File: src/rtl/if_pkg.sv
`default_nettype none
// ============================================================================
// Module      : if_pkg
// Description : Shared types and constants for the instruction-fetch stage.
// Revision    : 1.0 - initial release
// ============================================================================
package if_pkg;

    typedef enum logic [1:0] {
        ISSUE = 2'd0,
        WAIT  = 2'd1,
        VALID = 2'd2
    } if_state_e;

    localparam logic [31:0] PC_STEP          = 32'd4;
    localparam logic [31:0] NOP_INSTR        = 32'h0000_0000;
    localparam logic [31:0] DEFAULT_RESET_PC = 32'h0000_0000;

endpackage
`default_nettype wire

File: src/rtl/if_stage_if.sv
`default_nettype none
// ============================================================================
// Module      : if_stage_if
// Description : Instruction-memory request/response bundle for the IF stage.
// Revision    : 1.0 - initial release
// ============================================================================
interface if_stage_if;

    logic        imem_req;
    logic [31:0] imem_addr;
    logic [31:0] imem_rdata;
    logic        imem_rvalid;

    modport master (
        output imem_req,
        output imem_addr,
        input  imem_rdata,
        input  imem_rvalid
    );

    modport slave (
        input  imem_req,
        input  imem_addr,
        output imem_rdata,
        output imem_rvalid
    );

endinterface
`default_nettype wire

File: src/rtl/if_pc_reg.sv
`default_nettype none
// ============================================================================
// Module      : if_pc_reg
// Description : Next-fetch program counter: word-aligned branch load, +4 step.
// Revision    : 1.0 - initial release
// ============================================================================
module if_pc_reg
    import if_pkg::*;
#(
    parameter logic [31:0] RESET_PC = DEFAULT_RESET_PC
) (
    input  wire logic        clk,
    input  wire logic        rst,
    input  wire logic        load,
    input  wire logic [31:0] target,
    input  wire logic        inc,
    output logic      [31:0] pc_q
);

    localparam logic [31:0] c_word_mask = ~32'h0000_0003;

    logic [31:0] r_pc;

    always_ff @(posedge clk) begin
        if (rst) begin
            r_pc <= RESET_PC;
        end else if (load) begin
            r_pc <= target & c_word_mask;
        end else if (inc) begin
            r_pc <= r_pc + PC_STEP;
        end
    end

    assign pc_q = r_pc;

endmodule
`default_nettype wire

File: src/rtl/if_stage.sv
`default_nettype none
// ============================================================================
// Module      : if_stage
// Description : Instruction-fetch stage; presents {PC+4, instruction} to IF/ID.
//               Optional macro IF_ALIGN_CHECK_EN adds a sticky align_err flag.
// Revision    : 1.0 - initial release
// ============================================================================
module if_stage
    import if_pkg::*;
#(
    parameter logic [31:0] RESET_PC = DEFAULT_RESET_PC
) (
    input  wire logic         clk,
    input  wire logic         rst,
    input  wire logic         freeze,
    input  wire logic         branch_taken,
    input  wire logic [31:0]  branch_addr,
    if_stage_if.master        imem,
    output logic              fetch_valid,
    output logic      [31:0]  pc,
    output logic      [31:0]  instruction
`ifdef IF_ALIGN_CHECK_EN
    ,
    output logic              align_err
`endif
);

    if_state_e   r_state;
    if_state_e   w_state_nxt;
    logic        r_kill;
    logic        w_kill_nxt;
    logic [31:0] r_inst_buf;
    logic [31:0] w_inst_nxt;
    logic        w_pc_inc;
    logic        w_req;
    logic [31:0] w_pc_reg;

    if_pc_reg #(
        .RESET_PC (RESET_PC)
    ) u_pc_reg (
        .clk    (clk),
        .rst    (rst),
        .load   (branch_taken),
        .target (branch_addr),
        .inc    (w_pc_inc),
        .pc_q   (w_pc_reg)
    );

    always_ff @(posedge clk) begin
        if (rst) begin
            r_state    <= ISSUE;
            r_kill     <= 1'b0;
            r_inst_buf <= NOP_INSTR;
        end else begin
            r_state    <= w_state_nxt;
            r_kill     <= w_kill_nxt;
            r_inst_buf <= w_inst_nxt;
        end
    end

    // A branch always reloads the PC; the FSM only decides what happens to
    // the fetch that may be in flight.
    always_comb begin
        w_state_nxt = r_state;
        w_kill_nxt  = r_kill;
        w_inst_nxt  = r_inst_buf;
        w_pc_inc    = 1'b0;
        w_req       = 1'b0;
        case (r_state)
            ISSUE: begin
                w_req = !branch_taken;
                if (!branch_taken) begin
                    w_state_nxt = WAIT;
                end
            end
            WAIT: begin
                if (imem.imem_rvalid) begin
                    if (r_kill || branch_taken) begin
                        w_kill_nxt  = 1'b0;
                        w_state_nxt = ISSUE;
                    end else begin
                        w_inst_nxt  = imem.imem_rdata;
                        w_pc_inc    = 1'b1;
                        w_state_nxt = VALID;
                    end
                end else if (branch_taken) begin
                    w_kill_nxt = 1'b1;
                end
            end
            VALID: begin
                if (branch_taken) begin
                    w_state_nxt = ISSUE;
                end else if (!freeze) begin
                    w_req       = 1'b1;
                    w_state_nxt = WAIT;
                end
            end
            default: begin
                w_state_nxt = ISSUE;
            end
        endcase
    end

    assign imem.imem_req  = w_req && !rst;
    assign imem.imem_addr = w_pc_reg;

    assign fetch_valid = (r_state == VALID);
    assign pc          = fetch_valid ? w_pc_reg   : 32'h0;
    assign instruction = fetch_valid ? r_inst_buf : NOP_INSTR;

`ifdef IF_ALIGN_CHECK_EN
    logic r_align_err;

    always_ff @(posedge clk) begin
        if (rst) begin
            r_align_err <= 1'b0;
        end else if (branch_taken && (branch_addr[1:0] != 2'b00)) begin
            r_align_err <= 1'b1;
        end
    end

    assign align_err = r_align_err;
`endif

endmodule
`default_nettype wire

File: src/flat_wrapper.sv
// flat-port wrapper written by rule: the top's interface ports become plain ports
module if_stage_flat import if_pkg::*;
#(
    parameter logic [31:0] RESET_PC = DEFAULT_RESET_PC
)
  (clk, rst, freeze, branch_taken, branch_addr, fetch_valid, pc, instruction, imem_imem_req, imem_imem_addr, imem_imem_rdata, imem_imem_rvalid);
  if_stage_if imem_i ();
  input  wire logic clk;
  input  wire logic rst;
  input  wire logic freeze;
  input  wire logic branch_taken;
  input  wire logic [31:0] branch_addr;
  output logic fetch_valid;
  output logic      [31:0] pc;
  output logic      [31:0] instruction;
  output wire logic [$bits(imem_i.imem_req)-1:0] imem_imem_req;
  output wire logic [$bits(imem_i.imem_addr)-1:0] imem_imem_addr;
  input wire logic [$bits(imem_i.imem_rdata)-1:0] imem_imem_rdata;
  input wire logic [$bits(imem_i.imem_rvalid)-1:0] imem_imem_rvalid;
  assign imem_imem_req = imem_i.imem_req;
  assign imem_imem_addr = imem_i.imem_addr;
  assign imem_i.imem_rdata = imem_imem_rdata;
  assign imem_i.imem_rvalid = imem_imem_rvalid;
  if_stage #(.RESET_PC(RESET_PC)) u_core (.clk(clk), .rst(rst), .freeze(freeze), .branch_taken(branch_taken), .branch_addr(branch_addr), .imem(imem_i), .fetch_valid(fetch_valid), .pc(pc), .instruction(instruction));
endmodule
File: config.mk
export PLATFORM = sky130hd
export DESIGN_NAME = if_stage_flat
export DESIGN_NICKNAME = d
export VERILOG_FILES = /design/src/rtl/if_pkg.sv /design/src/rtl/if_stage_if.sv /design/src/rtl/if_pc_reg.sv /design/src/rtl/if_stage.sv /design/src/flat_wrapper.sv
export SDC_FILE = /design/constraint.sdc
export NUM_CORES = 1
export LEC_CHECK = 0
export ABC_CLOCK_PERIOD_IN_PS = 3100
export BUFFER_PORTS_ARGS = -buffer_cell sky130_fd_sc_hd__buf_2
export CAP_MARGIN = 20
export CORE_MARGIN = 1
export CORE_UTILIZATION = 50
export DETAILED_ROUTE_END_ITERATION = 10
export HOLD_SLACK_MARGIN = 0.05
export PLACE_DENSITY_LB_ADDON = 0.08
export SLEW_MARGIN = 5
export SYNTH_ARGS = -nofsm -noshare
export SYNTH_HDL_FRONTEND = slang
export SYNTH_SLANG_ARGS = --single-unit
export TNS_END_PERCENT = 30
File: constraint.sdc
create_clock -name clk -period 3.1 [get_ports clk]
set_input_delay 0.31 -clock clk [delete_from_list [all_inputs] [get_ports clk]]
set_output_delay 0.31 -clock clk [all_outputs]
set_load 0.02 [all_outputs]
* After elaboration in Yosys (flattened, before gate mapping)
Cells that the tools add are included.
** Storage, ports and cells
- Logic and storage cells :: 43
- Register bits after elaboration :: 67
- Output and inout bits :: 98
- Input bits :: 69
** Cells by class
- Multiplexer cells :: 19
- Bitwise operators :: 1
- Equal/unequal tests :: 6
- $add $sub $neg :: 1
- Reductions and logical operators :: 11
** Operators by type and width (number)
- $mux 32 :: 4
- $add 32x3->32 const B :: 1
- $mux 2 :: 5
- $reduce_and 3->1 :: 3
- $mux 1 :: 8
- $pmux 2 s3 :: 1
- $ne 2x2->1 const B :: 2
- $reduce_bool 2->1 :: 2
- $ne 3x3->1 const B :: 1
- $eq 2x1->1 const B :: 1
- $eq 2x2->1 const B :: 1
- $logic_not 1->1 :: 2
- $logic_not 2->1 :: 1
- $ne 2x1->1 const B :: 1
- $pmux 1 s2 :: 1
- $reduce_or 2->1 :: 1
- $logic_and 1x1->1 :: 1
- $logic_or 1x1->1 :: 1
- $not 1->1 :: 1

* Logic depth before layout (Yosys ltp)
- Depth after elaboration :: 6
- Mapped depth :: 7
- Depth with buffers taken out :: 5

* Hierarchy
Synthesis repeated with hierarchy kept, for this count alone.
** Unflattened totals
- Cell total of the unflattened synthesis :: 480
- Area total of the unflattened synthesis :: 3990.1 um^2
** By module, submodules not included
- if_stage :: seq. area each 700.7 um^2, cells an instance 229, instances 1, area an instance 2060.7 um^2
- if_pc_reg :: seq. area each 600.6 um^2, cells an instance 251, instances 1, area an instance 1929.4 um^2

* Worst setup path before layout
Ideal clock, no wire load.
- Path type :: input to output
- Start point :: input rst
- End point :: output imem_imem_req
- Cell stages on the path :: 3
- Buffers on the path :: 2
- Setup slack :: 0.997 ns
- Data arrival time :: 1.793 ns
- Required time :: 2.790 ns
- Cell sequence :: clkbuf_1 -> clkbuf_1 -> a2111oi_0
** On the way
- Cells in the longest elaborated chain, start to end :: 2
** Ends and longest elaborated chain
- start: declaration :: line flat_wrapper.sv:9 : input wire logic rst;
- $logic_not 1->1 :: line if_stage.sv:104 : assign imem.imem_req = w_req && !rst;
- $logic_and 1x1->1 :: line if_stage.sv:104
- end: declaration :: line flat_wrapper.sv:16 : output wire logic [$bits(imem_i.imem_req)-1:0] imem_imem_req;
No other way between the ends.

* Worst setup path after layout
- Start point :: register u_core.r_state[1]
- End point :: output pc[18]
** On the way
- Cells in the longest elaborated chain, start to end :: 2
** Ends and longest elaborated chain
- start: declaration :: line if_stage.sv:28 : if_state_e r_state;
- start signal: assignment :: line if_stage.sv:55 : r_state <= w_state_nxt;
- $eq 2x2->1 :: line if_stage.sv:107 : assign fetch_valid = (r_state == VALID);
- $mux 32 :: line if_stage.sv:108 : assign pc = fetch_valid ? w_pc_reg : 32'h0;
- end: declaration :: line flat_wrapper.sv:14 : output logic [31:0] pc;
No other way between the ends.

==> impl_metrics.tcl <==
set metrics [dict create \
    status "complete, no violations" \
    cts_setup_buffers 0 \
    fillerInstances 615 \
    fin_crit_sh_pct 76.6 \
    cts_buffers 9 \
    critPathLaunch "u_core.r_state[1]" \
    p_leak_nw 2.01 \
    hold_viol 0 \
    antenna_cells 0 \
    drt_iter0_drc 247 \
    dp_cells 691 \
    synth_ff_type "dfxtp_1" \
    worstMarginPinSlew_ps 919 \
    initial_utilization_pct 52.0 \
    synthArstFlopShare_pct 0 \
    synth_common_cells "nand2_1, dfxtp_1, and2_1" \
    die-height_um 86.1 \
    fin_hold_ws_ps 195 \
    antenna_left 0 \
    rsz0062_at_grt "no" \
    end_kind "output port" \
    ys_ff_latch 65 \
    timing.rr.start "u_core.u_pc_reg.pc_q[8]" \
    rrSetupSlack_ps 740 \
    final-seq-area_um2 1300 \
    worstPathRequired_ps 2790 \
    die_w_um 86.1 \
    r2r_cells 4 \
    min_path_cells 3 \
    pin_count 167 \
    grt_pass1_wl_mm 15.6 \
    place_hpwl_mm 6.69 \
    overflow 0 \
    path_clk_slew_ps 80 \
    place_congestion 0.815 \
    io_buffers 160 \
    via_per_inst 5.44 \
    max_freq_mhz 421 \
    htree_levels 3 \
    routed_wl_mm 9.94 \
    cts_tree "done" \
    fin_nets 676 \
    synth_cell_type_count 51 \
    multiInputGateArea_um2 2050 \
    critPathSlowestCell "nor2b_4" \
    synth_area_um2 3530 \
    fin_setup_tns_ps 0 \
    yosysWarnings 0 \
    cts-root-buf "clkbuf_8" \
    hold_class "in -> reg" \
    critPathKind "reg -> out" \
    antenna_found_initial 0 \
    stdcell_count 707 \
    synth.most_common_cell "nand2_1" \
    synth-seq-area-share_pct 36.8 \
    clockBufferDepth 2 \
    synth_edf_count 0 \
    max_slew_margin_pct 38.2 \
    die_area_um2 7410 \
    min_to "u_core.r_inst_buf[10]" \
    grt_usage_pct 26.7 \
    grt_max_degree 50 \
    wl_per_cell_um 14.1 \
    peakVddDrop_mv 0.275 \
    syn-instance-count 466 \
    yosysTopAreaCell "dfxtp_1" \
    cp.arrival_ps 2070 \
    rows 30 \
    slowest_delay_ps 750 \
    grt_pass1_vias 3341 \
    first_pass_iters 4 \
    skew_ps 9.15 \
    crit_chain "nor2b_4 -> buf_4 -> and2_1 -> buf_2" \
    cts_sinks 65 \
    postCtsResizedCells 0 \
    via_count 3843 \
    start_kind "flip-flop" \
    drc 0 \
    syn2layout_area_growth_pct 29.8 \
    drive_gt1_share_pct 31.6 \
    holdBufCountCts 0 \
    hold_path.startpoint "imem_imem_rdata[10]" \
    synthTopCellsByArea "dfxtp_1, and2_1, nand2_1" \
    r2r_end "u_core.u_pc_reg.pc_q[14]" \
    core_um2 6790 \
    post-route-min-period_ps 2380 \
    synth_top_area_share_pct 36.8 \
    p_per_area_nw_per_um2 450 \
    syn_area_per_cell_um2 7.58 \
    clk-insertion-delay-late_ps 340 \
    setup_viol 0 \
    maxSlewViolCount 0 \
    path_max_fanout 45 \
    max-cap-violations 0 \
]
worst max-delay path, delay by kind of cell (launching register included):
family / cells / cell delay [ps]
and+or+nand+nor: 2 / 880
buffers and inverters: 2 / 440
DFF: 1 / 410
state kept, by name (all words and copies together), names as in the netlist:
name / flops
u_core.r_state: 2
u_core.r_inst_buf: 32
u_core.r_kill: 1
u_core.u_pc_reg.pc_q: 30
where the power goes:
part	total, mW	switching, mW	leakage, nW	internal [mW]
Clock	0.884	0.345	0.117	0.539
Combinational	0.254	0.152	1.36	0.103
Sequential	0.927	0.0522	0.533	0.875
Total	2.07	0.549	2.01	1.52
cell type report:
| type | count | area share [%] |
|---|---|---|
| sequential | 65 | 28.4 |
| inverter | 5 | 0.409 |
| multi-input combinational | 358 | 44.7 |
| clock buffer | 10 | 2.78 |
| tap | 96 | 2.62 |
| timing repair buffer | 167 | 18.6 |
| clock inverter | 6 | 2.51 |
cell usage in the layout (no fill, tap or decap), drive strengths merged, types with 10 or more instances in the layout:
cell type,netlist,layout
buf,11,167
dfxtp,65,65
a21oi,36,36
and2,63,63
nand2,88,88
nor2,32,32
nand3,12,12
nand4,16,16
clkbuf,30,10
a311oi,11,11
how the worst max path moves through the flow:
stage,end,cells after the start
after CTS,pc[18],4
after global placement,u_core.u_pc_reg.pc_q[18],4
final,pc[18],4
after floorplan,imem_imem_req,3
after global routing,u_core.u_pc_reg.pc_q[14],4
after detailed placement,u_core.u_pc_reg.pc_q[14],4
per-stage QoR:
stage	cell area (um2)	power, mW	setup slack [ps]	util [%]
detailed placement	4340	1.20	777	63.9
floorplan	3540	1.09	997	-
finish	4590	2.07	724	67.5
global placement	4340	1.19	908	63.9
CTS	4590	2.08	708	67.5
global route	4590	2.15	545	67.5
cell families after synthesis:
kind of cell | after synthesis | synth area share [%]
other | 1 | 0.106
AND/OR/NAND/NOR | 255 | 37.7
AO/OA/AOI/OAI | 89 | 17.0
flip-flops | 65 | 36.8
XOR/XNOR | 8 | 1.98
multiplexers | 1 | 0.319
buffers and inverters | 46 | 5.74
adder cells (fa/ha/maj) | 1 | 0.354
per-layer routing:
metal | part of all wire, % | GRT usage (%) | up-vias
met5 | 0 | 0 | -
met4 | 2.0 | 10.8 | 0
met3 | 7.7 | 5.39 | 19
met2 | 46 | 41.9 | 167
met1 | 44 | 36.0 | 1746
li1 | - | - | 1911
Power figures use the tool's default switching activity.
